===== src/rtl/regdump_pkg.sv =====
// regdump_pkg: shared types and defaults for the register-file dump reader.
package regdump_pkg;
  localparam int DEF_DATA_WIDTH = 64;
  localparam int DEF_ADDR_WIDTH = 5;
  localparam int ZR_IDX = 31;
  typedef enum logic [2:0] {IDLE, CAP, SEND_A, SEND_B, DONE} state_e;
endpackage


===== src/rtl/regdump_out_stage.sv =====
// regdump_out_stage: valid/ready output holding register; loads a beat, holds it under backpressure.
module regdump_out_stage #(
  parameter int DW = 64,
  parameter int AW = 5
) (
  input  logic          clk,
  input  logic          rst_n,
  input  logic          load,
  input  logic          clr,
  input  logic          ready,
  input  logic [DW-1:0] din,
  input  logic [AW-1:0] iin,
  output logic          valid,
  output logic [DW-1:0] dout,
  output logic [AW-1:0] iout,
  output logic          accept
);
  logic          valid_q, valid_d;
  logic [DW-1:0] data_q, data_d;
  logic [AW-1:0] index_q, index_d;
  always_comb begin
    valid_d = load ? 1'b1 : clr ? 1'b0 : valid_q;
    data_d  = load ? din : data_q;
    index_d = load ? iin : index_q;
  end
  always_ff @(posedge clk or negedge rst_n) begin
    if (!rst_n) begin
      valid_q <= 1'b0;
      data_q  <= '0;
      index_q <= '0;
    end else begin
      valid_q <= valid_d;
      data_q  <= data_d;
      index_q <= index_d;
    end
  end
  assign valid  = valid_q;
  assign dout   = data_q;
  assign iout   = index_q;
  assign accept = valid_q & ready;
endmodule


===== src/rtl/regfile_dump_reader.sv =====
// regfile_dump_reader: streams every register as (index, value) beats via the two read ports.
// Define REGDUMP_SKIP_ZR_EN to omit the final (zero) register from the stream.
module regfile_dump_reader
  import regdump_pkg::*;
#(
  parameter int DATA_WIDTH = DEF_DATA_WIDTH,
  parameter int ADDR_WIDTH = DEF_ADDR_WIDTH,
  parameter int NUM_REGS   = ZR_IDX + 1
) (
  input  logic                  Clk,
  input  logic                  Resetb,
  input  logic                  Start,
  output logic [ADDR_WIDTH-1:0] RA,
  output logic [ADDR_WIDTH-1:0] RB,
  input  logic [DATA_WIDTH-1:0] BusA,
  input  logic [DATA_WIDTH-1:0] BusB,
  output logic                  Valid,
  input  logic                  Ready,
  output logic [DATA_WIDTH-1:0] DataOut,
  output logic [ADDR_WIDTH-1:0] Index,
  output logic                  Busy,
  output logic                  Done
);
`ifdef REGDUMP_SKIP_ZR_EN
  localparam bit SKIP_ZR = 1'b1;
`else
  localparam bit SKIP_ZR = 1'b0;
`endif
  localparam logic [ADDR_WIDTH-1:0] LAST_PTR = ADDR_WIDTH'(NUM_REGS - 2);
  state_e                  state_q, state_d;
  logic [ADDR_WIDTH-1:0]   ptr_q, ptr_d, ra_q, ra_d, rb_q, rb_d;
  logic [DATA_WIDTH-1:0]   hold_a_q, hold_a_d, hold_b_q, hold_b_d;
  logic                    busy_q, busy_d, done_q, done_d;
  logic                    accept, last, load, clr;
  logic [DATA_WIDTH-1:0]   load_data;
  logic [ADDR_WIDTH-1:0]   load_index;
  assign last = ptr_q == LAST_PTR;
  always_ff @(posedge Clk or negedge Resetb) begin
    if (!Resetb) begin
      state_q  <= IDLE;
      ptr_q    <= '0;
      ra_q     <= '0;
      rb_q     <= '0;
      hold_a_q <= '0;
      hold_b_q <= '0;
      busy_q   <= 1'b0;
      done_q   <= 1'b0;
    end else begin
      state_q  <= state_d;
      ptr_q    <= ptr_d;
      ra_q     <= ra_d;
      rb_q     <= rb_d;
      hold_a_q <= hold_a_d;
      hold_b_q <= hold_b_d;
      busy_q   <= busy_d;
      done_q   <= done_d;
    end
  end
  always_comb begin
    state_d = state_q;
    case (state_q)
      IDLE:    state_d = Start ? CAP : IDLE;
      CAP:     state_d = SEND_A;
      SEND_A:  state_d = !accept ? SEND_A : (SKIP_ZR && last) ? DONE : SEND_B;
      SEND_B:  state_d = !accept ? SEND_B : last ? DONE : CAP;
      DONE:    state_d = IDLE;
      default: state_d = IDLE;
    endcase
  end
  // The A beat goes out straight from the bus; the B value waits in its holding register.
  always_comb begin
    ptr_d      = ptr_q;
    ra_d       = ra_q;
    rb_d       = rb_q;
    hold_a_d   = state_q == CAP ? BusA : hold_a_q;
    hold_b_d   = state_q == CAP ? BusB : hold_b_q;
    load       = state_q == CAP || (state_q == SEND_A && accept && state_d == SEND_B);
    clr        = accept && state_d inside {CAP, DONE};
    load_data  = state_q == CAP ? hold_a_d : hold_b_q;
    load_index = state_q == CAP ? ptr_q : ptr_q + ADDR_WIDTH'(1);
    busy_d     = state_d != IDLE;
    done_d     = state_d == DONE;
    if (state_q == IDLE && Start) begin
      ptr_d = '0;
      ra_d  = '0;
      rb_d  = ADDR_WIDTH'(1);
    end
    if (state_q == SEND_B && state_d == CAP) begin
      ptr_d = ptr_q + ADDR_WIDTH'(2);
      ra_d  = ptr_q + ADDR_WIDTH'(2);
      rb_d  = ptr_q + ADDR_WIDTH'(3);
    end
  end
  regdump_out_stage #(.DW(DATA_WIDTH), .AW(ADDR_WIDTH)) u_out (
    .clk    (Clk),
    .rst_n  (Resetb),
    .load   (load),
    .clr    (clr),
    .ready  (Ready),
    .din    (load_data),
    .iin    (load_index),
    .valid  (Valid),
    .dout   (DataOut),
    .iout   (Index),
    .accept (accept)
  );
  assign RA   = ra_q;
  assign RB   = rb_q;
  assign Busy = busy_q;
  assign Done = done_q;
endmodule

===== config.mk =====
export PLATFORM = sky130hd
export DESIGN_NAME = regfile_dump_reader
export DESIGN_NICKNAME = d
export VERILOG_FILES = /design/src/rtl/regdump_pkg.sv /design/src/rtl/regdump_out_stage.sv /design/src/rtl/regfile_dump_reader.sv
export SDC_FILE = /design/constraint.sdc
export NUM_CORES = 1
export LEC_CHECK = 0
export ABC_AREA = 1
export CORE_ASPECT_RATIO = 0.5
export CORE_MARGIN = 5
export CORE_UTILIZATION = 35
export DETAILED_ROUTE_END_ITERATION = 10
export PLACE_DENSITY = 0.65
export SYNTH_ARGS = -nofsm -noshare
export SYNTH_HDL_FRONTEND = slang
export SYNTH_SLANG_ARGS = --single-unit

===== constraint.sdc =====
create_clock -name Clk -period 3.9 [get_ports Clk]
set_clock_uncertainty 0.05 [all_clocks]
set_input_delay 0.585 -clock Clk [delete_from_list [all_inputs] [get_ports Clk]]
set_output_delay 0.585 -clock Clk [all_outputs]
set_load 0.05 [all_outputs]

==> results.json <==
{
  "hold_buffers": 0,
  "die_h_um": 102.0,
  "met2_length_um": 8432,
  "p_seq_share_pct": 44.7,
  "ys_ff_latch": 147,
  "rr_worst_depth": 6,
  "p_leak_nw": 3.796,
  "initial_utilization_pct": 35.92,
  "synth_cell_types": 23,
  "grt_max_degree": 88,
  "grt_usage_pct": 16.22,
  "viasPerCell": 4.545,
  "p_total_w": 0.003411,
  "drv_cap": 0,
  "dr.pass1.iters": 4,
  "setup.worst_path.class": "reg2out",
  "powerDensity_nw_per_um2": 390.5,
  "die_w_um": 193.9,
  "rsz0062_at_grt": "no",
  "dp.final_hpwl_um": 11170,
  "drive_gt1_share_pct": 5.738,
  "clk_pin_slew_worst_paths_ns": 0.06,
  "grt_pass1_wl_um": 25890,
  "post_cts_buffers": 0,
  "hold_path.class": "in2async",
  "fin_nets": 976,
  "clock_latency_ns": 0.41,
  "synth_area_um2": 5918,
  "crit_start": "RB[1]",
  "drc": 0,
  "critPathSlowestCell": "clkdlybuf4s50_1",
  "end_kind": "output port",
  "synth_area_leaders": "dfrtp_1, nand2_1, a31oi_1",
  "final_common_cell": "nand2_1",
  "fmax_ghz": 0.4299,
  "grt_pass1_vias": 4980,
  "yosysSeqAreaShare_pct": 62.16,
  "antenna_found_initial": 0,
  "cts_tree": "built",
  "place_inst": 1050,
  "grt_overflow_total": 0,
  "worst_path_largest_cell_delay_ns": 0.84,
  "area_growth_pct": 47.61,
  "port_buffers": 212,
  "start_kind": "flip-flop",
  "finalWeightedCongestion": 0.7320,
  "synth_top_area_cell": "dfrtp_1",
  "required_ns": 3.26,
  "r2r_setup_slack_ns": 1.69,
  "pwr-share-comb_pct": 4.9,
  "r2r_end": "u_out.dout[40]",
  "tightest_slew_ns": 0.8751,
  "cts_made_buffers": 17,
  "final_cell_mix": "nand2_1, clkdlybuf4s50_1, dfrtp_1, nor2_1, a31oi_1",
  "path_depth": 1,
  "arrival_ns": 1.69,
  "htreeDepth": 4,
  "clkPwrFrac_pct": 50.4,
  "die-area_um2": 19770,
  "highest_layer": "met4",
  "status": "finished clean",
  "cts_root_buf": "clkbuf_16",
  "timing.final.max_slew_violations": 0,
  "synthCells": 644,
  "cts_resized": 0,
  "cpLargestDelayFamily": "buffers and inverters",
  "hold_viol_final": 0,
  "r2r-start": "state_q[1]",
  "critPathBufInv": 1,
  "rows": 33,
  "drt_iter0_markers": 260,
  "cp_max_fo": 6,
  "ys.warnings.count": 0,
  "core_um2": 16470,
  "totalWireLength_um": 15950,
  "routed-wl-met3_um": 560,
  "vdd_drop_max_v": 0.0003298,
  "cts_sinks": 147,
  "slew_headroom_pct": 41.66,
  "ios": 214,
  "cp_cell_sequence": "clkdlybuf4s50_1",
  "whs_ns": 0.1294,
  "drt-met1-wl_um": 6756,
  "via_count": 4913,
  "setup_violations": 0,
  "fill_cells": 1500,
  "n_antenna_cell": 0,
  "finalNonFillerCells": 1081,
  "post-route-min-period_ns": 2.326,
  "synth_top_area_share_pct": 62.16,
  "syn_nets": 778,
  "avgSynthCellArea_um2": 9.190,
  "cp-endpoint": "RB[1]",
  "period_share_pct": 59.64,
  "clock_path_buffers": 2,
  "postRouteAntennaNets": 0,
  "fin_tns_setup_ns": 0,
  "netSwitchingPower_w": 0.0006838,
  "swShare_pct": 20.05,
  "wl_per_cell_um": 14.75,
  "p_int_w": 0.002727
}
-- synth_stat cells --
cell type / count
nand2_2: 1
nand3_1: 2
nor2_4: 2
inv_2: 5
a31oi_1: 64
buf_6: 10
nand4_1: 1
buf_4: 6
clkbuf_1: 5
inv_1: 9
nor2_1: 72
xor2_1: 2
conb_1: 1
nor2_8: 1
buf_2: 17
nand2_4: 1
or2_1: 1
ha_1: 2
o21ai_0: 10
nand3_2: 1
buf_1: 2
nand2_1: 282
dfrtp_1: 147
-- per-stage QoR --
stage	cell area, µm²	util, %	setup slack (ns)
after floorplan	5918	-	2.183
after global placement	8113	49.24	1.410
after detailed placement	8113	49.24	1.359
after CTS	8736	53.03	1.545
after global routing	8736	53.03	1.452
final	8736	53.03	1.574
-- power by group through the flow --
stage          Sequential [W]  Combinational [W]  Clock [W]
2_1_floorplan         0.00155         0.00000311          0
6_report              0.00153           0.000167    0.00172
5_1_grt               0.00152           0.000182    0.00184
3_3_place_gp          0.00155           0.000170          0
4_1_cts               0.00152           0.000171    0.00176
3_5_place_dp          0.00155           0.000170          0
-- sequential cells by signal, indices dropped and copies added (netlist names) --
register	cells
u_out.iout	5
hold_b_q	64
RA	3
Busy	1
Done	1
u_out.valid	1
state_q	3
RB	5
u_out.dout	64
-- how the worst min path moves through the flow --
stage,startpoint,to,cells after the start
2_1_floorplan,Resetb,Busy,0
3_3_place_gp,RB[0],RB[0],1
3_5_place_dp,RB[0],RB[0],1
4_1_cts,Resetb,RA[3],1
5_1_grt,Resetb,RB[0],1
6_report,Resetb,RB[0],1
-- layer usage --
layer	vias to the layer above	track usage (%)
met5	-	0
met4	0	4.914
met3	12	3.689
met2	91	29.31
met1	2360	19.85
li1	2450	-
-- final cells by class --
type	count	area, µm²	area share (%)
sequential	147	3679	42.11
timing repair buffer	219	2176	24.91
multi-input combinational	443	1918	21.96
clock buffer	19	442.9	5.070
tap	227	284.0	3.251
clock inverter	12	180.2	2.062
inverter	14	56.30	0.6445
-- logic make-up after synthesis --
| logic type | synth area share (%) |
|---|---|
| and+or+nand+nor | 24.02 |
| DFF | 62.16 |
| AOI/OAI and AO/OA | 7.611 |
| buffers and inverters | 5.433 |
| xor gates and xnor gates | 0.2960 |
| adders and majority gates | 0.4228 |
| other | 0.06336 |
No activity file was read; power rests on OpenSTA's default activity.
